## src/rtl/uart_pkg.sv

```systemverilog
// Shared definitions for the FIFO-draining UART transmitter: FSM states and
// parity mode encodings.
package uart_pkg;

   typedef enum logic [2:0] {
      ST_IDLE,
      ST_START,
      ST_DATA,
      ST_PARITY,
      ST_STOP
   } state_e;

   localparam int PAR_NONE = 0;
   localparam int PAR_EVEN = 1;
   localparam int PAR_ODD  = 2;

endpackage

```

## src/rtl/uart_baud_tick.sv

```systemverilog
// Bit-period counter: counts 0..CLKS_PER_BIT-1 while enabled and flags the
// last cycle of each bit. A synchronous clear restarts the period at a pop.
module uart_baud_tick #(
   parameter int CLKS_PER_BIT = 16
) (
   input  logic clk,
   input  logic rst_n,
   input  logic clr,
   input  logic en,
   output logic bit_end
);

   localparam int CW = (CLKS_PER_BIT > 2) ? $clog2(CLKS_PER_BIT) : 1;
   localparam logic [CW-1:0] LAST = CW'(CLKS_PER_BIT - 1);

   logic [CW-1:0] cnt_q, cnt_d;

   assign bit_end = en && (cnt_q == LAST);

   always_comb begin
      cnt_d = cnt_q + 1'b1;
      if (clr || !en || (cnt_q == LAST)) begin
         cnt_d = '0;
      end
   end

   // NOTE: sequential state uses non-blocking assignments so every flop samples pre-edge values.
   always_ff @(posedge clk or negedge rst_n) begin
      if (!rst_n) begin
         cnt_q <= '0;
      end else begin
         cnt_q <= cnt_d;
      end
   end

endmodule

```

## src/rtl/uart_tx_fifo_drain.sv

```systemverilog
// UART transmitter fed from a first-word-fall-through byte FIFO; pops the head
// byte at frame start and sends start, data (LSB first), optional parity, stop.
module uart_tx_fifo_drain
   import uart_pkg::*;
#(
   parameter int CLK_FREQ   = 50_000_000,
   parameter int BAUD_RATE  = 115_200,
   parameter int DATA_WIDTH = 8,
   parameter int PARITY     = 0,
   parameter int STOP_BITS  = 1
) (
   input  logic                  clk,
   input  logic                  rst_n,
   input  logic                  tx_en,
   input  logic [DATA_WIDTH-1:0] fifo_rd_data,
   input  logic                  fifo_empty,
   output logic                  fifo_rd_en,
   output logic                  tx,
   output logic                  busy,
   output logic                  frame_done
);

   localparam int CLKS_PER_BIT = CLK_FREQ / BAUD_RATE;
   localparam int BW = $clog2(DATA_WIDTH + 1);
   localparam logic [BW-1:0] LAST_DATA = BW'(DATA_WIDTH - 1);
   localparam logic [BW-1:0] LAST_STOP = BW'(STOP_BITS - 1);

   state_e                state_q, state_d;
   logic [DATA_WIDTH-1:0] shift_q, shift_d;
   logic [BW-1:0]         bit_cnt_q, bit_cnt_d;
   logic                  parity_q, parity_d;
   logic                  tx_q, tx_d;
   logic                  bit_end;
   logic                  last_stop;
   logic                  pop;

   assign last_stop = (state_q == ST_STOP) && bit_end && (bit_cnt_q == LAST_STOP);
   // Gated by rst_n so the FIFO is never popped while reset is held.
   assign pop = rst_n && tx_en && !fifo_empty && ((state_q == ST_IDLE) || last_stop);

   uart_baud_tick #(
      .CLKS_PER_BIT(CLKS_PER_BIT)
   ) u_baud_tick (
      .clk    (clk),
      .rst_n  (rst_n),
      .clr    (pop),
      .en     (state_q != ST_IDLE),
      .bit_end(bit_end)
   );

   always_ff @(posedge clk or negedge rst_n) begin
      if (!rst_n) begin
         state_q   <= ST_IDLE;
         shift_q   <= '0;
         bit_cnt_q <= '0;
         parity_q  <= 1'b0;
         tx_q      <= 1'b1;
      end else begin
         state_q   <= state_d;
         shift_q   <= shift_d;
         bit_cnt_q <= bit_cnt_d;
         parity_q  <= parity_d;
         tx_q      <= tx_d;
      end
   end

   // NOTE: every comb output gets a default first so no latch is inferred.
   always_comb begin
      state_d = state_q;
      unique case (state_q)
         ST_IDLE:   if (pop) state_d = ST_START;
         ST_START:  if (bit_end) state_d = ST_DATA;
         ST_DATA: begin
            if (bit_end && (bit_cnt_q == LAST_DATA)) begin
               state_d = (PARITY != PAR_NONE) ? ST_PARITY : ST_STOP;
            end
         end
         ST_PARITY: if (bit_end) state_d = ST_STOP;
         ST_STOP:   if (last_stop) state_d = pop ? ST_START : ST_IDLE;
         default:   state_d = ST_IDLE;
      endcase
   end

   always_comb begin
      shift_d   = shift_q;
      bit_cnt_d = bit_cnt_q;
      parity_d  = parity_q;
      if (pop) begin
         shift_d   = fifo_rd_data;
         parity_d  = (^fifo_rd_data) ^ (PARITY == PAR_ODD);
         bit_cnt_d = '0;
      end else if (bit_end) begin
         case (state_q)
            ST_DATA: begin
               shift_d   = shift_q >> 1;
               bit_cnt_d = (bit_cnt_q == LAST_DATA) ? '0 : bit_cnt_q + 1'b1;
            end
            ST_STOP: bit_cnt_d = (bit_cnt_q == LAST_STOP) ? '0 : bit_cnt_q + 1'b1;
            default: ;
         endcase
      end
   end

   // tx is computed from the next state so the line flop changes on the bit boundary itself.
   always_comb begin
      fifo_rd_en = pop;
      busy       = (state_q != ST_IDLE);
      frame_done = last_stop;
      case (state_d)
         ST_START:  tx_d = 1'b0;
         ST_DATA:   tx_d = shift_d[0];
         ST_PARITY: tx_d = parity_d;
         default:   tx_d = 1'b1;
      endcase
   end

   assign tx = tx_q;

endmodule

```

## config.mk

```make
export PLATFORM = sky130hd
export DESIGN_NAME = uart_tx_fifo_drain
export DESIGN_NICKNAME = d
export VERILOG_FILES = /design/src/rtl/uart_pkg.sv /design/src/rtl/uart_baud_tick.sv /design/src/rtl/uart_tx_fifo_drain.sv
export SDC_FILE = /design/constraint.sdc
export NUM_CORES = 1
export LEC_CHECK = 0
export ABC_AREA = 0
export BUFFER_PORTS_ARGS = -buffer_cell sky130_fd_sc_hd__buf_2
export CAP_MARGIN = 15
export CORE_MARGIN = 2
export CORE_UTILIZATION = 61
export DETAILED_ROUTE_END_ITERATION = 10
export GPL_TIMING_DRIVEN = 1
export MAX_ROUTING_LAYER = met4
export PLACE_DENSITY = 0.83
export SETUP_SLACK_MARGIN = 0.3
export SLEW_MARGIN = 20
export SYNTH_ARGS = -nofsm -noshare
export SYNTH_HDL_FRONTEND = slang
export SYNTH_SLANG_ARGS = --single-unit
```

## constraint.sdc

```tcl
create_clock -name clk -period 5.1 [get_ports clk]
set_input_delay 0.765 -clock clk [delete_from_list [all_inputs] [get_ports clk]]
set_output_delay 0.765 -clock clk [all_outputs]
set_load 0.01 [all_outputs]
```

==> qor_table.md, run 1 <==
| Quantity | This run | Unit |
|---|---|---|
| Number of remaining DRC errors | 0 | - |
| Maximum number of pins on one net before global-route repair | 29 | - |
| Critical Path Start Type | flop | - |
| Power per standard cell area | 210 | mW/mm^2 |
| Initial core utilization | 65.0 | % |
| Number of warnings printed during yosys synthesis | 0 | - |
| Hold Path Class | in -> async | - |
| Chip Width | 52.8 | um |
| Skew final | 0.00791 | ns |
| Cell Chain, Critical Path | inv_1 > ha_1 > or3b_2 > or4_4 > a21oi_4 > buf_2 | - |
| Top cell type's share of synthesized area | 43.1 | % |
| Initial detailed-routing violation count | 17 | - |
| Final Setup Violations | 0 | - |
| Max Buffers Root-to-Sink | 2 | - |
| First-pass GRT wire length | 4800 | um |
| Total number of H-tree levels | 1 | - |
| Post-synth EDFFs | 0 | - |
| Max-slew headroom | 59.4 | % |
| Final count of pins violating max slew | 0 | - |
| Worst-case reg-to-reg path depth | 7 | - |
| GRT Total Usage | 24.7 | % |
| Clock network latency to the later pin of the worst-skew pair | 0.31 | ns |
| Site Rows | 17 | - |
| Via count normalized by instance count | 5.98 | - |
| Cts repair resizes | 0 | - |
| Clock root buffer master | sky130_fd_sc_hd__clkbuf_4 | - |
| Post-CTS Hold Fix Bufs | 0 | - |
| Number of ports placed on the die boundary | 16 | - |
| Worst-case register-to-register setup slack | 2.68 | ns |
| Peak per-stage delay on the critical path | 0.55 | ns |
| Final Hold Vio Count | 0 | - |
| Total clock buffers created by CTS | 3 | - |
| Number of routed nets with antenna violations | 0 | - |
| Outcome | completed | - |
| Top post-synthesis cells by area | sky130_fd_sc_hd__dfrtp_1 43%, sky130_fd_sc_hd__xnor2_1 6.0%, sky130_fd_sc_hd__a22o_1 4.8%, sky130_fd_sc_hd__nor2_1 4.4%, sky130_fd_sc_hd__ha_1 3.4% | - |
| Critical path data arrival time | 2.54 | ns |
| Total global routing overflow | 0 | - |
| Post-synth top area cell | sky130_fd_sc_hd__dfrtp_1 | - |
| Sum Neg Setup Slack | 0 | ns |
| CTS tree | done | - |
| Synthesized net count | 157 | - |
| Vias post-DR | 1106 | - |
| Final cycle utilization of the critical path | 64.8 | % |
| Post-synthesis cell area | 0.00145 | mm^2 |
| # Max-Cap Violations | 0 | - |
| Actual transition at the worst max-transition pin | 0.609 | ns |
| Max stage delay cell, worst path | sky130_fd_sc_hd__or4_4 | - |
| Ys async rst share | 100 | % |
| Number of buffers added for setup after CTS | 0 | - |
| Unrepaired setup endpoints after global routing | false | - |
| Port Buffer Count | 15 | - |
| Worst setup path category | reg -> out | - |
| Average footprint of a synthesized cell | 10.3 | um^2 |
| Detailed-placement wirelength estimate | 2050 | um |
| Combined area of the multi-input logic cells | 758 | um^2 |
| Number of nets in the finished design | 174 | - |
| Core area | 0.00223 | mm^2 |
| Post-Synthesis Cells | 141 | - |
| Cell with the most instances after synthesis | sky130_fd_sc_hd__dfrtp_1 | - |
| Fmax achieved | 303 | MHz |
| Height of the die | 52.8 | um |
| CTS sink count | 26 | - |
| ANT cells | 0 | - |
| Worst r2r dst | bit_cnt_q[1]$_DFFE_PN0P_ | - |
| Area growth from synthesis to layout | 8.70 | % |
| CP Capture Type | primary output | - |
| RR Startpoint | bit_cnt_q[0]$_DFFE_PN0P_ | - |
| Worst Path Max Fanout | 13 | - |
| Routability congestion estimate | 0.827 | - |
| Wire length per cell after detailed routing | 14.9 | um |
| Data required time of the worst path | 4.34 | ns |
| Final WL | 2760 | um |
| Leak | 0.774 | nW |
| Post-route minimum period | 3.30 | ns |
| Sequential cell area | 652 | um^2 |
| Final-layout worst hold slack | 0.445 | ns |
| VDD IR max | 201 | uV |
| Die outline area | 0.00279 | mm^2 |
| Prevailing post-synth register cell | sky130_fd_sc_hd__dfrtp_1 | - |
| Most frequent cells after synthesis | 25 x sky130_fd_sc_hd__dfrtp_1, 17 x sky130_fd_sc_hd__nor2_1, 10 x sky130_fd_sc_hd__xnor2_1, 9 x sky130_fd_sc_hd__nand2_1, 9 x sky130_fd_sc_hd__nand3_1 | - |
| Fillers | 182 | - |
| Sequential fraction of the synthesis area | 44.9 | % |
| Distinct cells, synth | 41 | - |
| Synthesis-stage register bit count | 26 | - |
| Via count of the first global-routing pass | 1105 | - |
| Initial antenna violation count | 0 | - |
| First drt pass iteration count | 4 | - |
| Share of cells above drive strength 1 | 17.8 | % |
| Worst-path clk slew | 0.13 | ns |
-- power breakdown --
part / internal [mW] / switching (mW) / total [mW]
combinational: 0.0109 / 0.0125 / 0.0234
sequential: 0.208 / 0.00121 / 0.209
clock: 0.0436 / 0.0552 / 0.0988
-- cells in the final DEF (no fill, tap or decap), types with 2 or more instances in the layout --
cell type,instances
sky130_fd_sc_hd__or3_1,3
sky130_fd_sc_hd__xor2_1,4
sky130_fd_sc_hd__dfrtp_1,25
sky130_fd_sc_hd__xnor2_1,10
sky130_fd_sc_hd__buf_2,15
sky130_fd_sc_hd__nor4b_1,2
sky130_fd_sc_hd__nand3_1,9
sky130_fd_sc_hd__inv_1,6
sky130_fd_sc_hd__nor2_1,17
sky130_fd_sc_hd__o21ai_0,3
sky130_fd_sc_hd__ha_1,4
sky130_fd_sc_hd__a21oi_1,5
sky130_fd_sc_hd__a22o_1,8
sky130_fd_sc_hd__nand2_1,9
sky130_fd_sc_hd__mux2i_1,2
sky130_fd_sc_hd__a21o_1,6
sky130_fd_sc_hd__clkbuf_4,3
sky130_fd_sc_hd__nand2b_1,2
sky130_fd_sc_hd__nand3b_1,2
-- kinds of logic (layout without fill, tap and decap cells) --
family                     after synthesis  after routing  share of synthesized area (%)
xor gates and xnor gates                14             14                           8.44
DFF                                     26             26                           44.9
adders and majority gates                4              4                           3.45
AOI/OAI and AO/OA                       31             31                           17.1
muxes                                    2              2                           1.38
and+or+nand+nor                         55             55                           21.8
buffers and inverters                    9             25                           2.93
-- worst max path at each step --
stage                     cells after the start                      from          to  slack, ns
after floorplan                               6  bit_cnt_q[0]$_DFFE_PN0P_  fifo_rd_en       2.46
after global placement                        4                     rst_n  fifo_rd_en       2.21
after detailed placement                      6  bit_cnt_q[0]$_DFFE_PN0P_  fifo_rd_en       2.16
after CTS                                     6  bit_cnt_q[0]$_DFFE_PN0P_  fifo_rd_en       1.80
after global routing                          6  bit_cnt_q[0]$_DFFE_PN0P_  fifo_rd_en       1.69
final                                         6  bit_cnt_q[0]$_DFFE_PN0P_  fifo_rd_en       1.80
-- area by class of cell --
class                   instances  area share, %
repair buffers                 15           4.75
clock buffers                   4           2.30
flip-flops and latches         26           41.3
multi-input cells             106           48.0
inverters                       6           1.43
well taps                      28           2.22
-- per-stage QoR --
stage          util, %  total power [mW]  std cells  instance area [um^2]  setup WS (ns)
6_report          70.7             0.331        185                  1580           1.80
5_1_grt           70.7             0.345        185                  1580           1.69
4_1_cts           70.7             0.338        185                  1580           1.80
3_5_place_dp      69.1             0.237        181                  1540           2.16
3_3_place_gp      69.1             0.235        181                  1540           2.21
2_1_floorplan        -             0.225        141                  1450           2.46
-- state kept, by name, summed over array words and instances (netlist names) --
signal	cells
parity_q	1
u_baud_tick.cnt_q	9
shift_q	8
tx	1
bit_cnt_q	4
state_q	3
-- metal layers --
layer  up-vias  global-route usage, %  routed length (um)
met5         -                      -                   0
met2        23                   42.7                1380
li1        535                      -                   -
met1       544                   29.6                1250
met3         4                   4.00                 105
met4         0                   7.26                  25
-- critical path: cells and delay by family, from the launching register on --
kind | cells | cell delay (ns)
simple gates | 2 | 1.01
flops | 1 | 0.43
compound gates | 1 | 0.34
buf+inv | 2 | 0.30
fa+ha+maj | 1 | 0.16
Power figures use the tool's default switching activity.
==> run 2, diff against run 1 <==
CORE_UTILIZATION = 57   (was 61)
PLACE_DENSITY = 0.78   (was 0.83)
clock period = 3.25 ns   (was 5.1 ns; I/O delays follow)
==> run 2 against run 1 <==
  * Clock power rose by 67%
  * Sequential cell count did not move
  * First-iteration DRC count rose by 120%
  * Register-to-register slack got worse by 1.8 ns
  * Worst setup slack got worse by 1.3 ns
  * Critical path type unchanged
  * Largest cell class unchanged
==> qor_table.md, run 2 (synthesized netlist as in run 1, its figures left out) <==
| Quantity | This run | Unit | Delta |
|---|---|---|---|
| Critical Path Start Type | flop | - | unchanged |
| Peak per-stage delay on the critical path | 0.55 | ns | about the same |
| Number of nets in the finished design | 176 | - | was 174 |
| VDD IR max | 318 | uV | was 201 uV |
| Chip Width | 54.5 | um | was 52.8 um |
| Max-slew headroom | 61.0 | % | was 59.4% |
| Vias post-DR | 1099 | - | was 1106 |
| First-pass GRT wire length | 4490 | um | was 4800 um |
| Site Rows | 18 | - | was 17 |
| Top reg by flops | u_baud_tick.cnt_q | - | unchanged |
| Clock root buffer master | sky130_fd_sc_hd__clkbuf_4 | - | unchanged |
| Actual transition at the worst max-transition pin | 0.585 | ns | was 0.609 ns |
| Largest registers | u_baud_tick.cnt_q (9), shift_q (8), bit_cnt_q (4) | - | unchanged |
| Number of remaining DRC errors | 0 | - | unchanged |
| Initial core utilization | 59.2 | % | was 65.0% |
| GRT Total Usage | 22.9 | % | was 24.7% |
| Routability congestion estimate | 0.808 | - | was 0.827 |
| Total global routing overflow | 0 | - | unchanged |
| # Max-Cap Violations | 0 | - | unchanged |
| Final WL | 2810 | um | was 2760 um |
| Sum Neg Setup Slack | 0 | ns | unchanged |
| Skew final | 0.00109 | ns | was 0.00791 ns |
| Final count of pins violating max slew | 0 | - | unchanged |
| Die outline area | 0.00297 | mm^2 | was 0.00279 mm^2 |
| Unrepaired setup endpoints after global routing | false | - | unchanged |
| Power per standard cell area | 332 | mW/mm^2 | was 210 mW/mm^2 |
| Via count normalized by instance count | 5.81 | - | was 5.98 |
| Initial detailed-routing violation count | 37 | - | was 17 |
| Number of ports placed on the die boundary | 16 | - | unchanged |
| Leading cell types in the layout, fill and taps excluded | 25 x sky130_fd_sc_hd__dfrtp_1, 17 x sky130_fd_sc_hd__nor2_1, 15 x sky130_fd_sc_hd__buf_2 | - | unchanged |
| CP Capture Type | primary output | - | unchanged |
| Worst-path clk slew | 0.14 | ns | was 0.13 ns |
| First drt pass iteration count | 4 | - | unchanged |
| Height of the die | 54.5 | um | was 52.8 um |
| Leak | 0.784 | nW | was 0.774 nW |
| Most frequent standard cell in the layout excluding fill and tap cells | sky130_fd_sc_hd__dfrtp_1 | - | unchanged |
| Max stage delay cell, worst path | sky130_fd_sc_hd__or4_4 | - | unchanged |
| ANT cells | 0 | - | unchanged |
| CTS sink count | 26 | - | unchanged |
| Final cycle utilization of the critical path | 85.9 | % |  |
| Total clock buffers created by CTS | 3 | - | unchanged |
| Clock network latency to the later pin of the worst-skew pair | 0.32 | ns | was 0.31 ns |
| Outcome | completed | - | unchanged |
| Cts repair resizes | 0 | - | unchanged |
| Worst setup path category | reg -> out | - | unchanged |
| Fmax achieved | 358 | MHz |  |
| Hold Path Class | in -> async | - | unchanged |
| Final Hold Vio Count | 0 | - | unchanged |
| Detailed-placement wirelength estimate | 2090 | um | was 2050 um |
| Critical path data arrival time | 2.30 | ns | was 2.54 ns |
| Wire length per cell after detailed routing | 14.8 | um | was 14.9 um |
| Fillers | 194 | - | was 182 |
| Util after Layout | 65.0 | % | was 70.7% |
| Max Buffers Root-to-Sink | 2 | - | unchanged |
| Data required time of the worst path | 2.76 | ns | was 4.34 ns |
| Total number of H-tree levels | 1 | - | unchanged |
| Final Setup Violations | 0 | - | unchanged |
| Via count of the first global-routing pass | 989 | - | was 1105 |
| Maximum number of pins on one net before global-route repair | 28 | - | was 29 |
| Number of routed nets with antenna violations | 0 | - | unchanged |
| Share of cells above drive strength 1 | 18.9 | % | was 17.8% |
| Area growth from synthesis to layout | 9.91 | % | was 8.70% |
| Post-route minimum period | 2.79 | ns |  |
| CTS tree | done | - | unchanged |
| Initial antenna violation count | 0 | - | unchanged |
| Worst Path Max Fanout | 3 | - | was 13 |
| Cell Chain, Critical Path | inv_1 > ha_1 > or3b_2 > or4_4 > a21oi_4 > buf_2 | - | unchanged |
| Max FFs per register | 9 | - | unchanged |
| Port Buffer Count | 15 | - | unchanged |
| Core area | 0.00245 | mm^2 | was 0.00223 mm^2 |
[run 2: cell types whose count changed in the layout (fill, tap and decap cells not counted)]
cell	change
sky130_fd_sc_hd__buf_4	+2
[run 2: stage by stage]
stage / cell area, um^2 / power, mW / hold slack, ns / worst slack, ns / cells
after floorplan: 1450 / 0.353 / 0.192 / 0.883 / 141
after global placement: 1550 / 0.371 / 0.463 / 0.650 / 184
after detailed placement: 1550 / 0.372 / 0.470 / 0.620 / 184
after CTS: 1600 / 0.534 / 0.161 / 0.449 / 189
after global routing: 1600 / 0.559 / 0.161 / 0.328 / 189
final: 1600 / 0.530 / 0.149 / 0.458 / 189
[run 2: final timing paths]
path,start,endpoint,slack (ns),cells after the start
max,bit_cnt_q[0]$_DFFE_PN0P_,fifo_rd_en,0.46,6
min,rst_n,bit_cnt_q[3]$_DFFE_PN0P_,0.15,2
max reg2reg,bit_cnt_q[0]$_DFFE_PN0P_,bit_cnt_q[1]$_DFFE_PN0P_,0.90,8
min reg2reg,shift_q[4]$_DFFE_PN0P_,shift_q[4]$_DFFE_PN0P_,0.50,1
max in group asynchronous,rst_n,tx$_DFF_PN1_,2.80,2
min in group clk,fifo_rd_data[7],shift_q[7]$_DFFE_PN0P_,0.41,2
[run 2: cell type report]
| cell class | count | area, um^2 | area share [%] |
|---|---|---|---|
| Inverter | 6 | 22.5 | 1.41 |
| Clock buffer | 4 | 36.3 | 2.27 |
| Tap cell | 30 | 37.5 | 2.35 |
| Sequential cell | 26 | 652 | 40.8 |
| Multi-Input combinational cell | 106 | 758 | 47.5 |
| Timing Repair Buffer | 17 | 90.1 | 5.64 |
[run 2: power by group]
part / internal, mW / switching [mW] / total [mW]
clock: 0.0687 / 0.0962 / 0.165
sequential: 0.327 / 0.00158 / 0.328
combinational: 0.0179 / 0.0189 / 0.0367
total: 0.413 / 0.117 / 0.530
[run 2: worst max-delay path, delay by kind of cell (launching register included)]
| family | cells | cell delay [ns] |
|---|---|---|
| compound gates | 1 | 0.17 |
| fa+ha+maj | 1 | 0.14 |
| buf+inv | 2 | 0.25 |
| flops | 1 | 0.43 |
| simple gates | 2 | 1.00 |
[run 2: timing repair]
item | CTS | global route
setup buffers | 1 | 0
hold buffers | 0 | 0
endpoints found under the setup margin | 1 | 0
[run 2: metal layers]
| layer | part of all wire [%] | track usage [%] | routed length, um |
|---|---|---|---|
| met5 | 0 | - | 0 |
| met3 | 5.5 | 4.37 | 155 |
| met4 | 1.7 | 10.8 | 48 |
| met2 | 46 | 33.3 | 1290 |
| met1 | 47 | 30.9 | 1310 |
==> run 3, diff against run 2 <==
CORE_MARGIN = 8   (was 2)
==> run 3 against run 2 <==
  * Count of clock-buffer cells in the layout down 1
  * Critical endpoint unchanged
  * Register-to-register slack about the same
  * Critical path type unchanged
  * Die area up 49%
  * Non-clock buffer count unchanged
  * Sequential cell count unchanged
  * Critical path depth unchanged
  * Largest power group unchanged
  * Design area up 1.0%
==> qor_table.md, run 3 (synthesized netlist as in run 1, its figures left out) <==
| Quantity | This run | Unit | Delta |
|---|---|---|---|
| Total number of H-tree levels | 1 | - | unchanged |
| First-pass GRT wire length | 4770 | um | was 4490 um |
| Initial detailed-routing violation count | 64 | - | was 37 |
| Share of cells above drive strength 1 | 18.9 | % | unchanged |
| ANT cells | 0 | - | unchanged |
| Port Buffer Count | 15 | - | unchanged |
| RR Startpoint | bit_cnt_q[0]$_DFFE_PN0P_ | - | unchanged |
| Critical Path Start Type | flop | - | unchanged |
| Height of the die | 66.5 | um | was 54.5 um |
| GRT Total Usage | 14.1 | % | was 22.9% |
| Post-route minimum period | 2.78 | ns | was 2.79 ns |
| Sum Neg Setup Slack | 0 | ns | unchanged |
| Final count of pins violating max slew | 0 | - | unchanged |
| Max Buffers Root-to-Sink | 2 | - | unchanged |
| Worst-path clk slew | 0.13 | ns | was 0.14 ns |
| Maximum number of pins on one net before global-route repair | 28 | - | unchanged |
| Core area | 0.00245 | mm^2 | unchanged |
| Critical path data arrival time | 2.29 | ns | was 2.30 ns |
| Worst-case reg-to-reg path depth | 8 | - | unchanged |
| Via count of the first global-routing pass | 1065 | - | was 989 |
| CTS sink count | 26 | - | unchanged |
| VDD IR max | 319 | uV | was 318 uV |
| Routability congestion estimate | 0.877 | - | was 0.808 |
| Total global routing overflow | 0 | - | unchanged |
| Die outline area | 0.00442 | mm^2 | was 0.00297 mm^2 |
| Initial core utilization | 59.2 | % | unchanged |
| Area growth from synthesis to layout | 11.0 | % | was 9.91% |
| Final WL | 2870 | um | was 2810 um |
| Final cycle utilization of the critical path | 85.5 | % | was 85.9% |
| Leading cell types in the layout, fill and taps excluded | 25 x sky130_fd_sc_hd__dfrtp_1, 17 x sky130_fd_sc_hd__nor2_1, 15 x sky130_fd_sc_hd__buf_2 | - | unchanged |
| Hold Path Class | in -> async | - | unchanged |
| Via count normalized by instance count | 5.76 | - | was 5.81 |
| Most frequent standard cell in the layout excluding fill and tap cells | sky130_fd_sc_hd__dfrtp_1 | - | unchanged |
| Actual transition at the worst max-transition pin | 0.568 | ns | was 0.585 ns |
| Skew final | 0.00575 | ns | was 0.00109 ns |
| Worst Path Max Fanout | 3 | - | unchanged |
| Clock network latency to the later pin of the worst-skew pair | 0.31 | ns | was 0.32 ns |
| Fmax achieved | 360 | MHz | was 358 MHz |
| Data required time of the worst path | 2.76 | ns | about the same |
| Detailed-placement wirelength estimate | 2190 | um | was 2090 um |
| Site Rows | 18 | - | unchanged |
| # Max-Cap Violations | 0 | - | unchanged |
| Worst setup path category | reg -> out | - | unchanged |
| Top reg by flops | u_baud_tick.cnt_q | - | unchanged |
| Max-slew headroom | 61.6 | % | was 61.0% |
| Overall power consumption | 0.580 | mW | was 0.530 mW |
| Number of routed nets with antenna violations | 0 | - | unchanged |
| Fillers | 204 | - | was 194 |
| Power per standard cell area | 360 | mW/mm^2 | was 332 mW/mm^2 |
| Number of nets in the finished design | 176 | - | unchanged |
| Leak | 0.791 | nW | was 0.784 nW |
| Startpoint of the worst setup timing path | bit_cnt_q[0]$_DFFE_PN0P_ | - | unchanged |
| Final Setup Violations | 0 | - | unchanged |
| Worst r2r dst | bit_cnt_q[1]$_DFFE_PN0P_ | - | unchanged |
| Unrepaired setup endpoints after global routing | false | - | unchanged |
| Chip Width | 66.5 | um | was 54.5 um |
| Post-CTS Hold Fix Bufs | 0 | - | unchanged |
| Initial antenna violation count | 0 | - | unchanged |
| Total clock buffers created by CTS | 3 | - | unchanged |
| Number of ports placed on the die boundary | 16 | - | unchanged |
| Final Hold Vio Count | 0 | - | unchanged |
| Worst-case register-to-register setup slack | 0.90 | ns | about the same |
| Number of remaining DRC errors | 0 | - | unchanged |
| Clock root buffer master | sky130_fd_sc_hd__clkbuf_4 | - | unchanged |
| First drt pass iteration count | 4 | - | unchanged |
| Vias post-DR | 1088 | - | was 1099 |
| Max FFs per register | 9 | - | unchanged |
| Outcome | completed | - | unchanged |
| Wire length per cell after detailed routing | 15.2 | um | was 14.8 um |
| CTS tree | done | - | unchanged |
| CP Capture Type | primary output | - | unchanged |
| Largest registers | u_baud_tick.cnt_q (9), shift_q (8), bit_cnt_q (4) | - | unchanged |
==> run 3: changes by cell type in the layout (fill, tap and decap cells not counted), sizes merged <==
cell,change
bufinv,+1
clkbuf,-1
==> run 3: cell type report <==
| type | count | area, um^2 | area share (%) |
|---|---|---|---|
| Multi-Input combinational cell | 106 | 758 | 47.0 |
| Sequential cell | 26 | 652 | 40.4 |
| Timing Repair Buffer | 17 | 90.1 | 5.59 |
| Tap cell | 30 | 37.5 | 2.33 |
| Clock inverter | 1 | 30.0 | 1.86 |
| Clock buffer | 3 | 22.5 | 1.40 |
| Inverter | 6 | 22.5 | 1.40 |
==> run 3: report_power, final <==
part / internal, mW / total (mW) / switching (mW) / leakage [nW]
combinational: 0.0179 / 0.0368 / 0.0189 / 0.431
clock: 0.125 / 0.215 / 0.0904 / 0.0279
sequential: 0.327 / 0.328 / 0.00162 / 0.333
total: 0.469 / 0.580 / 0.111 / 0.791
==> run 3: worst max-delay path by stage <==
| stage | slack [ns] | to | cells after the start |
|---|---|---|---|
| floorplan | 0.88 | fifo_rd_en | 6 |
| global placement | 0.65 | fifo_rd_en | 6 |
| detailed placement | 0.60 | fifo_rd_en | 6 |
| CTS | 0.44 | fifo_rd_en | 6 |
| global route | 0.34 | fifo_rd_en | 6 |
| finish | 0.47 | fifo_rd_en | 6 |
==> run 3: per-layer routing <==
metal | global-route usage, % | vias up | share of wire [%]
met5 | - | - | 0
met4 | 5.87 | 0 | 1.5
met3 | 3.02 | 4 | 5.0
met2 | 22.6 | 25 | 47
met1 | 16.9 | 520 | 46
li1 | - | 539 | -
==> run 3: per-stage QoR <==
step	std cells	setup slack [ns]	utilization, %	cell area (um^2)	hold slack, ns
floorplan	141	0.883	-	1450	0.192
global placement	184	0.646	63.3	1550	0.464
detailed placement	184	0.601	63.3	1550	0.470
CTS	189	0.442	65.7	1610	0.166
global route	189	0.344	65.7	1610	0.167
finish	189	0.470	65.7	1610	0.161
==> run 3: repair_timing <==
action / in CTS / in global routing
setup buffers: 1 / 0
setup endpoints to repair: 1 / 0
gates resized for setup: 0 / 0
==> run 3: critical path, cell delays in order, from the launching register on <==
cell                      delay (ns)
sky130_fd_sc_hd__dfrtp_1        0.43
sky130_fd_sc_hd__inv_1          0.10
sky130_fd_sc_hd__ha_1           0.14
sky130_fd_sc_hd__or3b_2         0.45
sky130_fd_sc_hd__or4_4          0.55
sky130_fd_sc_hd__a21oi_4        0.17
sky130_fd_sc_hd__buf_2          0.15
